==> src/rtl/mips_pkg.sv <==
// Shared constants for the MIPS pipeline blocks.
//   INSTR_W  : instruction width in bits
//   ADDR_W   : default lane address width (one lane entry per instruction word)
//   RESET_PC : default byte PC loaded on reset (4-aligned)
//   NOP      : all-zero instruction, used as the reset value of instruction registers
package mips_pkg;
    localparam int          INSTR_W  = 32;
    localparam int          ADDR_W   = 9;
    localparam int unsigned RESET_PC = 0;
    localparam logic [INSTR_W-1:0] NOP = 32'h0000_0000;
endpackage

==> src/rtl/fetch_skid_buf.sv <==
// One-entry skid buffer holding an {instruction, pc} pair for the fetch stage.
// Ports:
//   clk, rst           : clock, synchronous active-high reset
//   i_flush            : drop the held entry (redirect)
//   i_push             : capture i_push_instr / i_push_pc
//   i_pop              : release the held entry
//   o_valid            : entry held
//   o_instr, o_pc      : held entry contents
module fetch_skid_buf
    import mips_pkg::*;
#(
    parameter int PC_W = ADDR_W + 2
) (
    input  logic               clk,
    input  logic               rst,
    input  logic               i_flush,
    input  logic               i_push,
    input  logic [INSTR_W-1:0] i_push_instr,
    input  logic [PC_W-1:0]    i_push_pc,
    input  logic               i_pop,
    output logic               o_valid,
    output logic [INSTR_W-1:0] o_instr,
    output logic [PC_W-1:0]    o_pc
);
    logic               r_valid;
    logic [INSTR_W-1:0] r_instr;
    logic [PC_W-1:0]    r_pc;

    // Push and pop never coincide in the fetch stage (push only happens
    // while the output slot is held); push is given priority regardless.
    always_ff @(posedge clk) begin
        if (rst) begin
            r_valid <= 1'b0;
            r_instr <= NOP;
            r_pc    <= '0;
        end else if (i_flush) begin
            r_valid <= 1'b0;
        end else if (i_push) begin
            r_valid <= 1'b1;
            r_instr <= i_push_instr;
            r_pc    <= i_push_pc;
        end else if (i_pop) begin
            r_valid <= 1'b0;
        end
    end

    assign o_valid = r_valid;
    assign o_instr = r_instr;
    assign o_pc    = r_pc;
endmodule

==> src/rtl/instruction_fetch.sv <==
// Fetch stage: owns the PC, issues one shared read to the four byte-lane
// instruction BRAMs, merges the returned bytes into a 32-bit word and hands it
// to decode. Handles sequential increment, redirects, decode back-pressure and
// lane-valid disagreement.
// Ports:
//   clk, rst                   : clock, synchronous active-high reset
//   redirect_valid/redirect_pc : load a new byte PC (bits [1:0] ignored)
//   mem_rd_en/mem_rd_addr      : shared read strobe and lane address
//   mem_data1..4/mem_valid1..4 : lane bytes (lane 1 = MSB) and valids, 1 cycle after strobe
//   if_valid/if_ready          : decode handshake
//   if_instr/if_pc/if_pc_plus4 : delivered instruction, its byte PC, PC + 4
//   lane_err                   : sticky flag, lane valids disagreed
//
// Handshake: if_valid/if_ready follow strict valid/ready rules -- a transfer
// happens on a rising edge where both are high; while if_valid && !if_ready
// the slot (if_instr, if_pc) is held stable and if_valid stays high unless a
// redirect or reset flushes the stage.
module instruction_fetch
    import mips_pkg::*;
#(
    parameter int          ADDR_W   = mips_pkg::ADDR_W,
    parameter int unsigned RESET_PC = mips_pkg::RESET_PC
) (
    input  logic               clk,
    input  logic               rst,
    input  logic               redirect_valid,
    input  logic [ADDR_W+1:0]  redirect_pc,
    output logic               mem_rd_en,
    output logic [ADDR_W-1:0]  mem_rd_addr,
    input  logic [7:0]         mem_data1,
    input  logic [7:0]         mem_data2,
    input  logic [7:0]         mem_data3,
    input  logic [7:0]         mem_data4,
    input  logic               mem_valid1,
    input  logic               mem_valid2,
    input  logic               mem_valid3,
    input  logic               mem_valid4,
    output logic               if_valid,
    input  logic               if_ready,
    output logic [INSTR_W-1:0] if_instr,
    output logic [ADDR_W+1:0]  if_pc,
    output logic [ADDR_W+1:0]  if_pc_plus4,
    output logic               lane_err
);
    localparam int PC_W = ADDR_W + 2;
    localparam logic [PC_W-1:0] LP_RESET_PC = {RESET_PC[ADDR_W+1:2], 2'b00};
    localparam logic [PC_W-1:0] LP_PC_STEP  = {{(ADDR_W-1){1'b0}}, 3'b100};

    logic [PC_W-1:0]    r_pc;
    logic               r_inflight;
    logic [PC_W-1:0]    r_inflight_pc;
    logic               r_if_valid;
    logic [INSTR_W-1:0] r_if_instr;
    logic [PC_W-1:0]    r_if_pc;
    logic               r_squash;
    logic               r_lane_err;

    logic               w_skid_valid;
    logic [INSTR_W-1:0] w_skid_instr;
    logic [PC_W-1:0]    w_skid_pc;
    logic               w_consume;
    logic               w_slot_free;
    logic               w_all_valid;
    logic               w_any_valid;
    logic               w_ret;
    logic               w_lane_bad;
    logic [INSTR_W-1:0] w_word;
    logic               w_skid_push;
    logic               w_skid_pop;
    logic               w_issue;
    logic               w_unused_pc_lsbs;

    assign w_unused_pc_lsbs = ^redirect_pc[1:0];

    assign w_consume   = r_if_valid && if_ready;
    assign w_slot_free = !r_if_valid || w_consume;
    assign w_all_valid = mem_valid1 && mem_valid2 && mem_valid3 && mem_valid4;
    assign w_any_valid = mem_valid1 || mem_valid2 || mem_valid3 || mem_valid4;
    // r_squash is belt-and-braces: a redirect already clears r_inflight.
    assign w_ret       = r_inflight && !r_squash && w_all_valid;
    assign w_lane_bad  = r_inflight && w_any_valid && !w_all_valid;
    assign w_word      = {mem_data1, mem_data2, mem_data3, mem_data4};

    // Issue is held off while a stalled slot already has a read behind it:
    // that read lands in the skid, and the skid being full blocks further
    // issue, so at most two words are ever buffered.
    assign w_issue = !rst && !redirect_valid && !w_skid_valid
                     && !(r_if_valid && !if_ready && r_inflight);

    // The skid drains into the slot ahead of any new return.
    assign w_skid_pop  = !redirect_valid && w_slot_free && w_skid_valid;
    assign w_skid_push = !redirect_valid && !w_slot_free && w_ret;

    fetch_skid_buf #(
        .PC_W (PC_W)
    ) u_skid (
        .clk          (clk),
        .rst          (rst),
        .i_flush      (redirect_valid),
        .i_push       (w_skid_push),
        .i_push_instr (w_word),
        .i_push_pc    (r_inflight_pc),
        .i_pop        (w_skid_pop),
        .o_valid      (w_skid_valid),
        .o_instr      (w_skid_instr),
        .o_pc         (w_skid_pc)
    );

    always_ff @(posedge clk) begin
        if (rst) begin
            r_pc          <= LP_RESET_PC;
            r_inflight    <= 1'b0;
            r_inflight_pc <= '0;
            r_if_valid    <= 1'b0;
            r_if_instr    <= NOP;
            r_if_pc       <= '0;
            r_squash      <= 1'b0;
            r_lane_err    <= 1'b0;
        end else if (redirect_valid) begin
            r_pc       <= {redirect_pc[ADDR_W+1:2], 2'b00};
            r_inflight <= 1'b0;
            r_if_valid <= 1'b0;
            r_squash   <= 1'b1;
        end else begin
            r_squash <= 1'b0;

            if (w_lane_bad) begin
                // Drop the word and any read issued this cycle (it targets
                // the following PC and would arrive out of order), then
                // re-fetch the failed address.
                r_lane_err <= 1'b1;
                r_inflight <= 1'b0;
                r_pc       <= r_inflight_pc;
            end else begin
                r_inflight <= w_issue;
                if (w_issue) begin
                    r_inflight_pc <= r_pc;
                    r_pc          <= r_pc + LP_PC_STEP;
                end
            end

            if (w_slot_free) begin
                if (w_skid_valid) begin
                    r_if_valid <= 1'b1;
                    r_if_instr <= w_skid_instr;
                    r_if_pc    <= w_skid_pc;
                end else if (w_ret) begin
                    r_if_valid <= 1'b1;
                    r_if_instr <= w_word;
                    r_if_pc    <= r_inflight_pc;
                end else begin
                    r_if_valid <= 1'b0;
                end
            end
        end
    end

    assign mem_rd_en   = w_issue;
    assign mem_rd_addr = r_pc[ADDR_W+1:2];
    assign if_valid    = r_if_valid;
    assign if_instr    = r_if_instr;
    assign if_pc       = r_if_pc;
    assign if_pc_plus4 = r_if_pc + LP_PC_STEP;
    assign lane_err    = r_lane_err;
endmodule
==> config.mk <==
export PLATFORM = sky130hd
export DESIGN_NAME = instruction_fetch
export DESIGN_NICKNAME = d
export VERILOG_FILES = /design/src/rtl/mips_pkg.sv /design/src/rtl/fetch_skid_buf.sv /design/src/rtl/instruction_fetch.sv
export SDC_FILE = /design/constraint.sdc
export NUM_CORES = 1
export LEC_CHECK = 0
export ABC_AREA = 1
export CELL_PAD_IN_SITES_DETAIL_PLACEMENT = 1
export CELL_PAD_IN_SITES_GLOBAL_PLACEMENT = 1
export CORE_MARGIN = 5
export CORE_UTILIZATION = 48
export DETAILED_ROUTE_END_ITERATION = 8
export DONT_BUFFER_PORTS = 1
export PLACE_DENSITY = 0.92
export SYNTH_ARGS = -nofsm -noshare
export SYNTH_HDL_FRONTEND = slang
export SYNTH_SLANG_ARGS = --single-unit
==> constraint.sdc <==
create_clock -name clk -period 2.2 [get_ports clk]
set_input_delay 0.22 -clock clk [delete_from_list [all_inputs] [get_ports clk]]
set_output_delay 0.22 -clock clk [all_outputs]
set_load 0.01 [all_outputs]
After elaboration in Yosys (flattened, before gate mapping)
Cells that the tools add are included.
{ "op_classes": {"n_addsub": 2, "bitwise_logic": 2, "mux": 12, "reduce_logical": 40} }
{ "ops": {"columns": ["cell", "count"], "rows": [
  ["two-way mux 32 bit", 2],
  ["two-way mux 11 bit", 5],
  ["adder 11 x 3 -> 11 bit, second input constant", 2],
  ["logical AND 1 bit", 17],
  ["logical NOT 1 bit", 9],
  ["AND reduction 3 bit", 2],
  ["nonzero test 2 bit", 3],
  ["two-way mux 1 bit", 5],
  ["logical OR 1 bit", 4],
  ["AND reduction 2 bit", 2],
  ["nonzero test 3 bit", 1],
  ["OR reduction 3 bit", 1],
  ["inverter 1 bit", 2],
  ["OR reduction 2 bit", 1]
]} }
{ "totals": {"output_inout_bits": 66, "input_bits": 51, "ff_bits": 113} }

Depth between registers and ports, before layout
Gate-level depths: netlist of the first run.
{ "logic_depth": {"ltp_word": 8, "depth_mapped": 10} }

Hierarchy
Synthesis of the first run repeated with hierarchy kept, for this count alone.
{ "unflattened": {"hier_cells": 807, "hier_area_um2": 5622.9} }
{ "by_module_without_submodules": {"columns": ["module", "cells_per_inst", "seq_area_each_um2", "n_inst", "area_each_um2"], "rows": [
  ["instruction_fetch", 523, 1381.3, 1, 3595.9],
  ["fetch_skid_buf", 284, 880.8, 1, 2026.9]
]} }

Worst setup path after synthesis of the first run
Ideal clock, no wire load.
{ "synth_path": {"path_kind": "reg2out", "startpoint": "reg r_if_pc[3] (netlist: if_pc[3])", "endpoint": "out if_pc_plus4[10]", "path_stages_with_launch": 6, "setup_slack_ps": 700, "arrival_time_ps": 1280, "required_time_ps": 1980, "path_cell_list": "dfxtp_1 -> ha_1 -> nand3_1 -> nor3_1 -> nand3_1 -> xor2_1"} }
{ "synth_between": {"elab_chain_cells": 1} }
{ "synth_lines": {"columns": ["item", "line_no", "source"], "rows": [
  ["start, declared", "instruction_fetch.sv:54", "logic [PC_W-1:0] r_if_pc;"],
  ["start signal, assigned", "instruction_fetch.sv:146", "r_if_pc <= w_skid_pc;"],
  ["start signal, assigned", "instruction_fetch.sv:150", "r_if_pc <= r_inflight_pc;"],
  ["adder 11 x 3 -> 11 bit", "instruction_fetch.sv:163", "assign if_pc_plus4 = r_if_pc + LP_PC_STEP;"],
  ["end, declared", "instruction_fetch.sv:42", "output logic [ADDR_W+1:0] if_pc_plus4,"]
]} }
Every way passes these cells.

Final worst setup path of the first run
{ "layout_path": {"startpoint": "reg r_if_valid (netlist: if_valid)", "endpoint": "reg r_if_pc[3] (netlist: if_pc[3])"} }
{ "layout_between": {"elab_chain_cells": 3, "word_cells_on_any_way": 4, "classes_between": "reduce/logical: 4"} }
{ "layout_lines": {"columns": ["item", "line_no", "source"], "rows": [
  ["start, declared", "instruction_fetch.sv:52", "logic r_if_valid;"],
  ["start signal, assigned", "instruction_fetch.sv:114", "r_if_valid <= 1'b0;"],
  ["start signal, assigned", "instruction_fetch.sv:122", "r_if_valid <= 1'b0;"],
  ["start signal, assigned", "instruction_fetch.sv:144", "r_if_valid <= 1'b1;"],
  ["logical NOT 1 bit or logical AND 1 bit (tied branches)", "instruction_fetch.sv:76, instruction_fetch.sv:75", null],
  ["logical OR 1 bit (*)", "instruction_fetch.sv:76", "assign w_slot_free = !r_if_valid || w_consume;"],
  ["AND reduction 3 bit (no source line) (*)", null, null]
]} }
Mark *: on every way between the ends. The rest lies on a longest branch, timed or not.
A chain may end at the register's enable or synchronous reset.

==> results of run 1 <==
## through the flow
stage	hold slack [ps]	total power, uW	setup WS, ps	cell area, um2	util [%]
3_3_place_gp	294	2380	578	5070	48.9
4_1_cts	4.24	5260	17.1	6160	59.4
3_5_place_dp	297	2400	466	5070	48.9
6_report	34.1	5250	153	6200	59.7
5_1_grt	45.6	5420	36.0	6200	59.7
2_1_floorplan	355	2370	700	5140	-
## worst max path at each step
stage	from	endpoint	slack [ps]	cells after the start
after floorplan	if_pc[3]	if_pc_plus4[10]	700	5
after global placement	if_pc[3]	if_pc_plus4[10]	580	5
after detailed placement	u_skid.o_valid	if_instr[21]	470	6
after CTS	if_pc[2]	if_pc_plus4[10]	20	5
after global routing	if_valid	if_pc[3]	40	7
final	if_valid	if_pc[3]	150	7
## final cells by class
type,count,area (um2),area share [%]
inverter,29,111,1.80
tap,136,170,2.75
clock inverter,13,161,2.61
clock buffer,19,442,7.13
timing repair buffer,59,602,9.71
sequential,113,2270,36.6
multi-input combinational,546,2440,39.4
## flip-flops by register name (all words and copies together) (netlist names), named ones only
register,flops
if_instr,32
if_pc,11
if_valid,1
lane_err,1
r_inflight,1
r_inflight_pc,11
r_pc,9
r_squash,1
u_skid.o_instr,32
u_skid.o_pc,11
u_skid.o_valid,1
## power by group through the flow
stage	registers (uW)	logic (uW)	clock network (uW)
global placement	2180	204	0
detailed placement	2180	218	0
finish	2140	322	2790
floorplan	2150	211	0
global route	2140	359	2920
CTS	2140	315	2810
## cells by family after synthesis
kind of cell               Yosys count  synth area share, %
adders and majority gates            2                0.487
AOI/OAI and AO/OA                  137                 13.3
DFF                                113                 44.0
buffers and inverters               87                 9.08
xor gates and xnor gates            10                 1.70
and+or+nand+nor                    397                 31.4
## tightest hold or removal path, stage by stage
cell	delay [ps]
nand2_1	60
nand2_1	50
nand3_1	70
a21oi_1	80
## what timing repair did
item                                   4_1_cts  5_1_grt
endpoints found under the hold margin       84        0
setup endpoints to repair                    1        5
gates resized for setup                      1        9
hold buffers                                48        0
buffers inserted                             0        0
## Yosys cell counts
cell type  number
buf_6           7
dfxtp_1       113
nand3_2         2
xnor2_1         2
xor2_1          8
inv_1          25
ha_1            2
o21ai_0        77
inv_4           1
nor3_1          1
clkbuf_2        1
o21ai_1         4
a21oi_1        56
nor2_1        124
nand4_1         5
nand3b_1        3
inv_2           3
nor3_2          1
clkbuf_1       21
nand3_1        54
nand2_2         2
buf_4          19
buf_2          10
nor2_2          2
nand2_1       203
## metal layers
layer / global-route usage, % / up-vias / part of all wire [%]
met2: 47.7 / 151 / 51
li1: - / 2437 / -
met4: 11.3 / 0 / 2.9
met1: 31.7 / 2490 / 41
met3: 7.43 / 42 / 5.9
met5: 0 / - / 0
==> summary.txt, run 1 <==
Outcome
  – Outcome: completed

Power and ir drop
  – NetSw: roughly 1300 uW
  – Comb pwr share: under 10%
  – Int Power: around 4000 uW
  – Switching Fraction: 23.9%
  – Clock share of power: 53.1%
  – P_leak: 0.00266 uW
  – PD cells: 847 nW/um2
  – Max VDD drop: about 0.36 mV
  – Flop pwr share: about 41%

Routing
  – Wirelength per Cell: 18.8 um
  – Vias: roughly 5000
  – Vias per cell: around 5.6
  – Drt total wl: 17200 um
  – Number of routed nets with antenna violations: 0
  – Remaining DRCs: 0
  – DR iter-0 viols: 365
  – Initial DRT Pass Iterations: 5

STA
  – Final worst-path cycle share: 93.1%
  – Setup tns final: 0 ps
  – Final Skew: 7.41 ps
  – Achievable Freq: about 490 MHz
  – Setup-failing EPs final: 0
  – Relative slew slack: 64.7%
  – Worst-Margin Slew: about 530 ps
  – RSZ-0062 raised after global routing: no
  – Final Slew Violations: 0
  – Tmin final: about 2000 ps
  – Final hold vios: 0

Floorplan
  – Core ar.: 10400 um2
  – Die Span X: between 100 and 150 um
  – Rows: 37
  – Starting density of the core: between 40% and 50%
  – Ports: about 120
  – Die ar.: 12900 um2
  – Chip Height: approximately 110 um

Final layout
  – Fin nets: around 800
  – Antenna Cells: 0
  – Most common cell after layout, fill and taps aside: nand2_1
  – Fillers: between 1000 and 1500
  – Share of layout cells above drive strength 1: 7.96%
  – Non-Filler Instances: ~920
  – Area grow syn2layout: 20.6%
  – Most frequent cells in the layout: nand2_1 (202), nor2_1 (123), dfxtp_1 (110)

Synth
  – Seq/Total Area, Yosys: between 40% and 50%
  – Area contributors post-synth: dfxtp_1 (44%), nand2_1 (15%), nor2_1 (9.1%), o21ai_0 (7.5%), a21oi_1 (5.5%)
  – Largest area contributor in the netlist: dfxtp_1
  – Syn avg cell area: 6.89 um2
  – Synth cell types: 25
  – Syn Nets: between 700 and 800
  – Synth top area share: about 44%
  – Warnings, synthesis: 0
  – FF+latch count, synth: 113
  – Syn Std Cell Area: between 5000 and 6000 um2
  – Synth Instances: ~750

GRT
  – Vias in the first global route: approximately 5500
  – All-layer global routing usage: 27.4%
  – Gr ovfl total: 0
  – Initial antenna violation count: 1
  – Wire length of the first global-routing pass: 28200 um
  – Largest net degree at the start of global routing: between 40 and 50

Worst setup path
  – Crit-path leading delay family: buffers and inverters
  – Worst Reg-to-Reg Cells: 7
  – Crit-path slowest cell: dlygate4sd3_1
  – Reg2reg end: if_pc[3]
  – CP Data Arrival Time: approximately 2500 ps
  – Crit path buffers/inverters: 3
  – Setup crit start kind: flip-flop
  – CP max FO: 37
  – Critical Path End Type: flip-flop
  – CP Class: reg -> reg
  – Slowest stage delay, CP: 550 ps
  – R2R Path Start: if_valid
  – Req. time, crit path: around 2700 ps
  – Crit-path cells: nand2_1 -> inv_1 -> nor2_4 -> buf_6 -> nand3_1 -> a21oi_1 -> dlygate4sd3_1
  – FF-to-FF setup slack: about 150 ps

Clock tree
  – # clock sinks: ~110
  – Root Driver: clkbuf_8
  – Clock buffer depth: 2
  – CTS tree: built
  – Max H-tree Level: 4
  – Clk slew on worst S/H paths: around 60 ps
  – Clock latency on the worst-skew pair: 520 ps
  – Cts bufs inserted: 17

Placed design
  – Estimated wirelength of the detail-placed design: roughly 10000 um
  – Port Buffers: 0
  – GPL Wtd Cong: 0.833
  – Placed cells: around 840

Hold path
  – Sink of the worst hold path: if_instr[21]
  – WHS Path Cells: 4
  – HP Class: in -> reg
  – HP Start: mem_data2[5]

Flow run
  – Maxcap violations: 0
(Power assumes the default switching activity.)
==> run 2, diff against run 1 <==
--- a/config.mk
+++ b/config.mk
@@ -6,13 +6,14 @@
 export NUM_CORES = 1
 export LEC_CHECK = 0
 export ABC_AREA = 1
+export CAP_MARGIN = 20
 export CELL_PAD_IN_SITES_DETAIL_PLACEMENT = 1
 export CELL_PAD_IN_SITES_GLOBAL_PLACEMENT = 1
 export CORE_MARGIN = 5
-export CORE_UTILIZATION = 48
+export CORE_UTILIZATION = 44
 export DETAILED_ROUTE_END_ITERATION = 8
 export DONT_BUFFER_PORTS = 1
-export PLACE_DENSITY = 0.92
+export PLACE_DENSITY = 0.86
 export SYNTH_ARGS = -nofsm -noshare
 export SYNTH_HDL_FRONTEND = slang
 export SYNTH_SLANG_ARGS = --single-unit
==> constraint.sdc (replaced) <==
create_clock -name clk -period 1.93 [get_ports clk]
set_input_delay 0.193 -clock clk [delete_from_list [all_inputs] [get_ports clk]]
set_output_delay 0.193 -clock clk [all_outputs]
set_load 0.01 [all_outputs]
==> summary.txt, run 2 (synthesis gave the netlist of run 1 again) <==
Placed design
  – Setup WS pre-CTS: 278 ps
  – DP Area: roughly 5100 um2
  – GPL Wtd Cong: roughly 0.8
  – Port Buffers: 0
  – Estimated wirelength of the detail-placed design: approximately 10000 um

Worst setup path
  – Crit-path cells: buf_4 -> nand3_1 -> nor2_1 -> nand4_1 -> xor2_1
  – Critical Path End Type: output pin
  – Slowest stage delay, CP: roughly 360 ps
  – CP Data Arrival Time: ~1600 ps
  – Setup crit start kind: flip-flop
  – Req. time, crit path: 1740 ps
  – CP max FO: 3
  – Crit-path slowest cell: dfxtp_1
  – CP Class: reg -> out

STA
  – Final Skew: a little over 8 ps
  – Achievable Freq: about 560 MHz
  – Final Slew Violations: 0
  – Relative slew slack: about three fifths
  – Setup-failing EPs final: 0
  – Setup WS post-layout: ~140 ps
  – RSZ-0062 raised after global routing: no
  – Final worst-path cycle share: between 90% and 100%
  – Worst-Margin Slew: 630 ps
  – Setup tns final: 0 ps
  – Tmin final: about 1800 ps
  – Worst hold slack: a little over 20 ps
  – Final hold vios: 0

Power and ir drop
  – Switching Fraction: 22.8%
  – Max VDD drop: between 0.5 and 0.6 mV
  – Clock share of power: 51.3%
  – Flop pwr share: 42.9%
  – PD cells: between 900 and 1000 nW/um2
  – Int Power: approximately 4400 uW
  – Comb pwr share: under 10%
  – P_leak: approximately 0.0026 uW
  – NetSw: between 1000 and 1500 uW

Final layout
  – Final instance area: a little over 6000 um2
  – Fillers: between 1000 and 1500
  – Most common cell after layout, fill and taps aside: nand2_1
  – Area grow syn2layout: 17.5%
  – Most frequent cells in the layout: nand2_1 (202), nor2_1 (123), dfxtp_1 (110)
  – Fin nets: 806
  – Share of layout cells above drive strength 1: between 7 and 8%
  – Final core occ: a little over half
  – Antenna Cells: 0

GRT
  – Gr ovfl total: 0
  – All-layer global routing usage: between 20% and 30%
  – Largest net degree at the start of global routing: 70
  – Initial antenna violation count: 0
  – Vias in the first global route: about 5500
  – Wire length of the first global-routing pass: 27200 um

Hold path
  – HP Class: in -> reg

Floorplan
  – Rows: 39
  – Chip Height: between 100 and 150 um
  – Die Span X: 118 um
  – Die ar.: 13900 um2
  – Ports: approximately 120
  – Starting density of the core: 45.0%
  – Core ar.: 11400 um2

Clock tree
  – Clock latency on the worst-skew pair: 410 ps
  – Root Driver: clkbuf_16
  – Setup bufs post-CTS: 0
  – Clk slew on worst S/H paths: 50 ps
  – # clock sinks: 113
  – CTS tree: built
  – Max H-tree Level: 4
  – Cts bufs inserted: 17
  – Clock buffer depth: 2

Routing
  – Wirelength per Cell: around 18 um
  – Number of routed nets with antenna violations: 0
  – Drt total wl: 16400 um
  – Initial DRT Pass Iterations: 4
  – Vias per cell: 5.48
  – Vias: ~5000
  – DR iter-0 viols: 282
  – Remaining DRCs: 0

Outcome
  – Outcome: completed

Flow run
  – Maxcap violations: 0
[run 2: cell types whose count changed in the layout (fill, tap and decap cells not counted), sizes merged]
cell,before,now
dlygate4sd3,47,34
clkinv,6,5
bufinv,3,1
clkinvlp,4,0
clkbuf,19,25
[run 2: worst paths after layout]
kind,cells after the start,end,slack (ps),start
setup / recovery,5,if_pc_plus4[9],140,if_pc[3]
hold / removal,4,r_pc[7],20,redirect_pc[7]
setup reg to reg,7,if_instr[6],280,if_valid
hold reg to reg,2,flip-flop,470,flip-flop
[run 2: layout make-up]
class / instances / area [um2] / share of cell area, %
clock buffers: 25 / 495 / 8.20
clock inverters: 6 / 55.1 / 0.912
inverters: 29 / 111 / 1.84
multi-input cells: 546 / 2470 / 41.0
flip-flops and latches: 113 / 2270 / 37.6
well taps: 143 / 179 / 2.96
repair buffers: 46 / 455 / 7.54
[run 2: worst max-delay path, delay by kind of cell (launching register included)]
family / cells / cell delay, ps
simple gates: 3 / 380
flops: 1 / 360
xor+xnor: 1 / 290
buf+inv: 1 / 160
[run 2: repair_timing]
action / in CTS / in global routing
resized for setup: 3 / 8
pin swaps: 0 / 3
hold buffers: 35 / 0
setup endpoints to repair: 2 / 1
hold endpoints to repair: 77 / 0
[run 2: power groups by stage]
stage / registers (uW) / logic, uW / clock network [uW]
after floorplan: 2460 / 240 / 0
after global placement: 2480 / 233 / 0
after detailed placement: 2490 / 247 / 0
after CTS: 2440 / 332 / 2960
after global routing: 2440 / 373 / 3100
final: 2440 / 334 / 2920
[run 2: per-stage QoR]
step | power (uW) | cells
after detailed placement | 2730 | 842
after global placement | 2720 | 842
final | 5690 | 908
after CTS | 5740 | 908
after floorplan | 2700 | 746
after global routing | 5910 | 908
[run 2: per-layer routing]
metal	global-route usage, %	routed length, um	vias up
met5	0	0	-
met4	9.32	250	0
met3	7.21	889	28
met2	41.8	8530	136
met1	26.7	6770	2414
li1	-	-	2400
